`config.mk`:
```
export PLATFORM = sky130hd
export DESIGN_NAME = fetch_queue
export DESIGN_NICKNAME = d
export VERILOG_FILES = /design/src/rtl/fetch_queue.sv
export SDC_FILE = /design/constraint.sdc
export NUM_CORES = 1
export LEC_CHECK = 0
export ABC_AREA = 1
export BUFFER_PORTS_ARGS = -buffer_cell sky130_fd_sc_hd__buf_2
export CORE_AREA = 5 5 128 130
export CTS_CLUSTER_SIZE = 28
export DETAILED_ROUTE_END_ITERATION = 12
export DIE_AREA = 0 0 133 135
export PLACE_DENSITY = 0.74
export SLEW_MARGIN = 20
export SYNTH_ARGS = -nofsm -noshare
export SYNTH_HDL_FRONTEND = slang
export SYNTH_SLANG_ARGS = --single-unit
```
`constraint.sdc`:
```
create_clock -name clk -period 3.1 [get_ports clk]
set_input_delay 0 -clock clk [delete_from_list [all_inputs] [get_ports clk]]
set_output_delay 0 -clock clk [all_outputs]
set_load 0.01 [all_outputs]
```
`src/rtl/fetch_queue.sv`:
```
// fetch_queue: instruction-fetch front end.
// Owns the fetch PC, issues one outstanding req/ack fetch at a time to a
// variable-latency instruction memory, buffers up to DEPTH fetched
// instructions, and flushes/refetches on redirect.
// Optional build macro FETCH_BYPASS_EN: an ack landing on an empty queue
// is presented to the consumer combinationally in the same cycle.
module fetch_queue #(
    parameter int DATA_W   = 16,
    parameter int ADDR_W   = 16,
    parameter int DEPTH    = 4,
    parameter int RESET_PC = 0,
    parameter int PC_INC   = 2
) (
    input  logic              clk,
    input  logic              rst,
    output logic              imem_req,
    output logic [ADDR_W-1:0] imem_addr,
    input  logic              imem_ack,
    input  logic [DATA_W-1:0] imem_rdata,
    input  logic              redirect,
    input  logic [ADDR_W-1:0] redirect_pc,
    input  logic              halt,
    output logic              inst_valid,
    output logic [DATA_W-1:0] inst,
    output logic [ADDR_W-1:0] inst_pc,
    output logic [ADDR_W-1:0] inst_npc,
    input  logic              inst_ready,
    output logic              err
);

    // Out-of-range DEPTH still elaborates; it just raises err out of reset.
    localparam bit DEPTH_BAD = (DEPTH < 2) || (DEPTH > 16);
    localparam int PTR_W     = (DEPTH > 1) ? $clog2(DEPTH) : 1;
    localparam int CNT_W     = $clog2(DEPTH + 1);

    localparam logic [ADDR_W-1:0] RST_PC  = ADDR_W'(RESET_PC);
    localparam logic [ADDR_W-1:0] INC     = ADDR_W'(PC_INC);
    localparam logic [CNT_W-1:0]  DEPTH_C = CNT_W'(DEPTH);
    localparam logic [PTR_W-1:0]  LAST    = PTR_W'(DEPTH - 1);

    typedef enum logic [1:0] {IDLE, REQ, DRAIN} state_t;

    typedef struct packed {
        logic [DATA_W-1:0] inst;
        logic [ADDR_W-1:0] pc;
    } entry_t;

    state_t            state;
    logic [ADDR_W-1:0] fetch_pc;
    entry_t            mem [DEPTH];
    logic [PTR_W-1:0]  wr_ptr, rd_ptr;
    logic [CNT_W-1:0]  count, count_nx;
    logic              take, push, pop, space;

    function automatic logic [PTR_W-1:0] ptr_inc(input logic [PTR_W-1:0] p);
        return (p == LAST) ? '0 : p + PTR_W'(1);
    endfunction

    // An ack in REQ without a redirect delivers a keeper; DRAIN acks are dropped.
    assign take = (state == REQ) && imem_ack && !redirect;

`ifdef FETCH_BYPASS_EN
    logic bypass;
    assign bypass = take && (count == '0);
    assign push   = take && !(bypass && inst_ready);
`else
    assign push   = take;
`endif

    // A redirect flushes the queue, so any pop in that cycle is moot.
    assign pop = !redirect && inst_ready && (count != '0);

    // Occupancy after this edge, used for the issue-space decision.
    always_comb begin
        if (redirect)
            count_nx = '0;
        else
            count_nx = count + CNT_W'(push) - CNT_W'(pop);
        space = (count_nx < DEPTH_C);
    end

    // Queue pointers and occupancy.
    always_ff @(posedge clk or negedge rst) begin
        if (!rst) begin
            wr_ptr <= '0;
            rd_ptr <= '0;
            count  <= '0;
        end else begin
            count <= count_nx;
            if (redirect) begin
                wr_ptr <= '0;
                rd_ptr <= '0;
            end else begin
                if (push) wr_ptr <= ptr_inc(wr_ptr);
                if (pop)  rd_ptr <= ptr_inc(rd_ptr);
            end
        end
    end

    // Entry storage; contents are only meaningful below count.
    always_ff @(posedge clk) begin
        if (push) mem[wr_ptr] <= '{inst: imem_rdata, pc: imem_addr};
    end

    // Fetch FSM: one request outstanding at most, registered req/addr.
    always_ff @(posedge clk or negedge rst) begin
        if (!rst) begin
            state     <= IDLE;
            fetch_pc  <= RST_PC;
            imem_req  <= 1'b0;
            imem_addr <= RST_PC;
            err       <= DEPTH_BAD;
        end else begin
            if (imem_ack && state == IDLE) err <= 1'b1;
            case (state)
                IDLE: begin
                    if (redirect) begin
                        fetch_pc <= redirect_pc;
                    end else if (!halt && space) begin
                        state     <= REQ;
                        imem_req  <= 1'b1;
                        imem_addr <= fetch_pc;
                    end
                end
                REQ: begin
                    if (redirect) begin
                        fetch_pc <= redirect_pc;
                        if (imem_ack) begin
                            state    <= IDLE;
                            imem_req <= 1'b0;
                        end else begin
                            state <= DRAIN;
                        end
                    end else if (imem_ack) begin
                        fetch_pc <= fetch_pc + INC;
                        if (!halt && space) begin
                            imem_addr <= fetch_pc + INC;
                        end else begin
                            state    <= IDLE;
                            imem_req <= 1'b0;
                        end
                    end
                end
                DRAIN: begin
                    if (redirect) fetch_pc <= redirect_pc;
                    if (imem_ack) begin
                        if (!redirect && !halt && space) begin
                            state     <= REQ;
                            imem_addr <= fetch_pc;
                        end else begin
                            state    <= IDLE;
                            imem_req <= 1'b0;
                        end
                    end
                end
                default: begin
                    state    <= IDLE;
                    imem_req <= 1'b0;
                end
            endcase
        end
    end

    // Head-of-queue presentation; all zero when nothing is valid.
    always_comb begin
        inst_valid = 1'b0;
        inst       = '0;
        inst_pc    = '0;
        if (count != '0) begin
            inst_valid = 1'b1;
            inst       = mem[rd_ptr].inst;
            inst_pc    = mem[rd_ptr].pc;
        end
`ifdef FETCH_BYPASS_EN
        else if (bypass) begin
            inst_valid = 1'b1;
            inst       = imem_rdata;
            inst_pc    = imem_addr;
        end
`endif
        inst_npc = inst_valid ? inst_pc + INC : '0;
    end

endmodule

```
==> run metrics, run 1 <==
status=completed; top post-synthesis cells by area=edfxtp_1 47%, dfrtp_1 13%, nand2_1 10%; Worst Setup End Kind=output port; critical path data required time=about 3100 ps; clk buf depth=2; period utilisation layout=0.886; fmax=0.364 GHz; row cnt=45; DR WL/cell=between 15 and 20 um; Worst-Margin Slew=~580 ps; GPL Wtd Cong=around 0.85; cts bufs inserted=17; max-cap violations=0; setup violators final=0; io pins=105; post-synthesis net count=roughly 900; CP top delay family=simple AND/OR/NAND/NOR gates; Congestion Overflow GR=0; Sequential Area=0.00492 sq mm; first-pass GRT wire length=29300 um; sequential area share after synthesis=0.601; hpwl dp=11500 um; root buffer cell=clkbuf_16; # DRC=0; full die area=0.0180 sq mm; post-synth top area share=0.470; critical path depth=13; clock slew at reported path FFs=70 ps; vias in the first global route=5915; drt via density=5.19; worst hold slack=88.6 ps; initial core utilization=0.544; Post-synth EDFFs=approximately 130; Vias=slightly above 6000; worst path bufs/invs=3; r2r worst-path depth=18; CP cell instances=inv_2, nand2_1, nand3_1, nand2_2, nor2_4, ha_1, nand3_2, nor2_2, nand2_1, nand2_1, nand2_1, inv_1, buf_2; Synth Flop Type=edfxtp_1; Synth Register Bits=171; post-route minimum period=2750 ps; final cell count without fillers=between 1000 and 1500; Hold Crit Class=in -> reg; critical path's most frequent cell=nand2_1; share of post-route cells with drive strength above 1=0.206; clk_skew=8.66 ps; WL final=~18000 um; CP max stage delay=roughly 520 ps; leakage=4.36 nW; Avg Cell Area, Syn=9.61 sq um; Layout Cell Area excl Fill=0.00985 sq mm; critical path arrival=2750 ps; Final Max Tran Viols=0; yosys warns=0; worst vdd ir=465 uV; antenna violations before repair=0; PortBufs=104; Die Ht=135 um; Tot GR Track Use=0.206; pwr dens=approximately 920 mW/mm^2; CTS tree=yes; Area Growth Syn to Fin=20.5%; Mapped Cells=851; Syn Std Cell Area=0.00818 sq mm; commonest cells in the netlist=217 x nand2_1, 128 x edfxtp_1, 112 x nor2_1; relative slew slack=0.611; Core Util, Final=0.656; hold path cells=6; Post-synth ARST share=0.251; final hold violation count=0; CP Class=reg -> out; final net count=1042; H-tree depth=4; Core Area=0.0150 sq mm; Antenna Cells=0; critical path launch point type=flop; RSZ-0062 raised after global routing=false; post-route ant nets=0; most common cell in the netlist=nand2_1; area leader, netlist=edfxtp_1; worst skew pair latency=420 ps; synth unique cells=34; initial drt markers=436; post-CTS setup buffer count=0; Post-DP Area=0.00885 sq mm; multi-input logic area=0.00276 sq mm; sum of negative setup slack=0 ps; clk sink count=~170; # fillers=1150; DIE WIDTH=133 um; maximum fanout along the worst path=24; Post-Place Cells=1125; Initial DRT Pass Iterations=6; largest net degree at the start of global routing=44; Worst path slowest cell=dfrtp_2
## final cells by class
type / instances / share of cell area
well taps: 188 / 0.0239
flip-flops and latches: 171 / 0.499
clock inverters: 14 / 0.0189
inverters: 79 / 0.0303
multi-input cells: 567 / 0.280
repair buffers: 158 / 0.104
clock buffers: 18 / 0.0436
## worst paths after layout
kind,startpoint,to,slack [ps]
max,rd_ptr[0],inst_npc[15],350
min,halt,state[0],90
min reg2reg,err,err,460
max reg2reg,count[1],imem_addr[13],370
min in group asynchronous,rst,fetch_pc[9],110
max in group asynchronous,rst,rd_ptr[0],2570
## cells by family (layout without fill, tap and decap cells)
group | count (synthesis) | after routing | synth area share
adder cells (fa/ha/maj) | 10 | 10 | 0.0162
flip-flops | 171 | 171 | 0.601
XOR/XNOR | 16 | 16 | 0.0171
AO/OA/AOI/OAI | 108 | 108 | 0.0699
AND/OR/NAND/NOR | 431 | 432 | 0.230
multiplexers | 1 | 1 | 0.00122
buffers and inverters | 114 | 269 | 0.0642
## worst min-delay path, cell delays in order
cell     delay, ps
buf_2           70
inv_1           70
nand4_1        110
o21ai_0        100
nand2_1         80
nand2_1         50
## per-stage QoR
stage | setup slack, ps | power [mW]
after floorplan | 362 | 5.76
after global placement | 419 | 6.83
after detailed placement | 310 | 6.89
after CTS | 235 | 9.10
after global routing | 51.9 | 9.75
final | 353 | 9.10
## what timing repair did
action | 4_1_cts | 5_1_grt
setup endpoints to repair | 0 | 15
resized for setup | 0 | 3
hold buffers | 37 | 0
endpoints found under the hold margin | 129 | 0
## routing by layer
layer | up-vias | global-route usage | part of all wire
met5 | - | 0 | 0
met4 | 0 | 0.0468 | 0.0095
met3 | 13 | 0.0533 | 0.062
met2 | 164 | 0.345 | 0.48
met1 | 2931 | 0.272 | 0.44
li1 | 3100 | - | -
## state kept, by name (all words and copies together), names as in the netlist
name,cells
count,3
err,1
fetch_pc,16
imem_addr,16
imem_req,1
mem,128
rd_ptr,2
state,2
wr_ptr,2
## placed cells by master, fill, tap and decap left out, drive strengths merged
cell and n:
nand2 226, edfxtp 128, nor2 125, buf 121, inv 83, nand3 69
o21ai 66, dfrtp 43, dlygate4sd3 37, a21oi 30, clkbuf 18, xor2 14
ha 9, a22oi 8, nand4 7, nor3 5, clkinv 4, bufinv 3
clkinvlp 3, xnor2 2, o22ai 1, a21o 1, mux2i 1, o21a 1
a31oi 1, fa 1
## power breakdown
part	internal (mW)	switching [mW]	total, mW	leakage [nW]
clock	1.29	0.884	2.17	0.292
sequential	2.92	0.354	3.27	1.69
combinational	1.23	2.43	3.66	2.38
(Power assumes the default switching activity.)
==> run 2, diff against run 1 <==
- RECOVER_POWER: unset -> 50
==> run 2 against run 1 <==
Effect of this change: the run now ends with capacitance limit, slew limit left; highest routed layer unchanged; combinational power shrank 1%; critical path depth grew 5; utilization shrank 0.38 points; power shrank 0.43%; first-iteration DRC count grew 6.4%; clock power is essentially flat; clock-buffer cell count is the same; sequential power is essentially flat; fmax shrank 0.89%; critical path type is now reg -> reg; non-clock buffer count is the same; die area is the same; global-route usage is the same.
==> run metrics, run 2 (synthesized netlist as in run 1, its figures left out) <==
antenna violations before repair=0; Largest register FFs=about 130; worst hold slack=80.9 ps; most frequent cells in the layout=216 x nand2_1, 128 x edfxtp_1, 108 x nor2_1; max-cap violations=1; post-route minimum period=around 2800 ps; clock slew at reported path FFs=70 ps; post-route ant nets=0; DR WL/cell=15.0 um; critical path depth=18; Worst-Margin Slew=2370 ps; worst reg2reg path endpoint=imem_addr[13]; Worst path slowest cell=dfrtp_1; Power Total=9.06 mW; final hold violation count=0; # DRC=0; maximum fanout along the worst path=16; status=complete, but fails checks; crit path launch=state[1]; row cnt=45; relative slew slack=-0.577; clk buf depth=2; Final Max Tran Viols=44; setup violators final=0; Post-DP Area=0.00885 sq mm; post-CTS setup buffer count=0; Area Growth Syn to Fin=19.8%; Antenna Cells=0; post-place setup slack=310 ps; CP cell instances=inv_1, nand2_8, inv_4, nand3_1, ha_1, inv_1, ha_1, inv_1, fa_1, nand3_1, nand3_2, nand2_1, nand2_1, nand2_2, inv_2, nand2_4, nand2_1, nand2_1; Setup WS post-layout=roughly 330 ps; CTS tree=yes; worst skew pair latency=~420 ps; fmax=around 0.36 GHz; WL final=approximately 18000 um; clk_skew=7.64 ps; Worst Setup End Kind=flop; Core Area=around 0.015 sq mm; worst vdd ir=roughly 460 uV; DIE WIDTH=133 um; RR Startpoint=state[1]; R2R setup slack=approximately 330 ps; root buffer cell=clkbuf_16; termination of the worst setup path=imem_addr[13]; r2r worst-path depth=18; critical path's most frequent cell=nand2_1; PortBufs=104; RSZ-0062 raised after global routing=false; worst path bufs/invs=5; # fillers=1176; sum of negative setup slack=0 ps; commonest non-fill, non-tap cell in the layout=nand2_1; Vias=slightly above 6000; critical path data required time=3460 ps; Layout Cell Area excl Fill=0.00980 sq mm; initial core utilization=0.544; Hold Crit Class=in -> reg; largest net degree at the start of global routing=between 40 and 50; H-tree depth=4; clk sink count=171; initial drt markers=464; Tot GR Track Use=0.206; hpwl dp=11500 um; failing checks=capacitance limit, slew limit; Initial DRT Pass Iterations=7; first-pass GRT wire length=29300 um; pwr dens=925 mW/mm^2; share of post-route cells with drive strength above 1=0.167; cts bufs inserted=17; Die Ht=135 um; CP Class=reg -> reg; vias in the first global route=5915; period utilisation layout=0.894; CP max stage delay=~420 ps; full die area=0.0180 sq mm; final net count=1042; leakage=~4.2 nW; Congestion Overflow GR=0; Biggest register=mem; critical path launch point type=flop; GPL Wtd Cong=0.854; drt via density=5.17; Regs by FF count=mem x128, fetch_pc x16, imem_addr x16; io pins=105; critical path arrival=3130 ps; CP top delay family=simple AND/OR/NAND/NOR gates
run 2: cell count changes in the layout (fill, tap and decap cells not counted):
cell	change
buf_2	-34
buf_4	-3
clkbuf_1	+37
inv_1	+1
inv_2	-1
o21ai_0	+1
o21ai_2	-1
run 2: area by class of cell:
class / instances / area, sq um / area share
clock buffers: 18 / 429 / 0.0438
clock inverters: 14 / 186 / 0.0190
flip-flops and latches: 171 / 4920 / 0.502
repair buffers: 158 / 967 / 0.0987
multi-input cells: 567 / 2760 / 0.282
well taps: 188 / 235 / 0.0240
inverters: 79 / 299 / 0.0305
run 2: metrics by stage:
step | utilization | cells
after floorplan | - | 851
after CTS | 0.654 | 1194
final | 0.652 | 1195
after global placement | 0.589 | 1125
after detailed placement | 0.589 | 1125
after global routing | 0.652 | 1195
run 2: routing by layer:
metal / up-vias / global-route usage / wire [um]
li1: 3097 / - / -
met1: 2900 / 0.272 / 8010
met2: 169 / 0.345 / 8680
met3: 16 / 0.0533 / 1070
met4: 0 / 0.0468 / 179
met5: - / 0 / 0
run 2: where the power goes:
| group | leakage (nW) | switching [mW] | internal (mW) |
|---|---|---|---|
| sequential | 1.69 | 0.357 | 2.92 |
| clock | 0.292 | 0.886 | 1.29 |
| combinational | 2.27 | 2.43 | 1.19 |
run 2: how the worst min path moves through the flow:
stage,cells past startpoint,from,endpoint
2_1_floorplan,0,rst,count[0]
3_3_place_gp,1,rst,fetch_pc[9]
3_5_place_dp,1,rst,fetch_pc[9]
4_1_cts,6,halt,state[0]
5_1_grt,6,halt,state[0]
6_report,6,halt,state[0]
run 2: worst register-to-register path: stages, from the launching register on:
cell,delay (ps)
dfrtp_1,420
inv_1,180
nand2_8,110
inv_4,60
nand3_1,90
ha_1,280
inv_1,50
ha_1,130
inv_1,50
fa_1,390
nand3_1,120
nand3_2,120
nand2_1,80
nand2_1,90
nand2_2,170
inv_2,70
nand2_4,150
nand2_1,90
nand2_1,70
run 2: timing repair:
item	CTS	global route
endpoints found under the hold margin	129	0
resized for setup	0	3
hold buffers	37	0
setup endpoints to repair	0	15
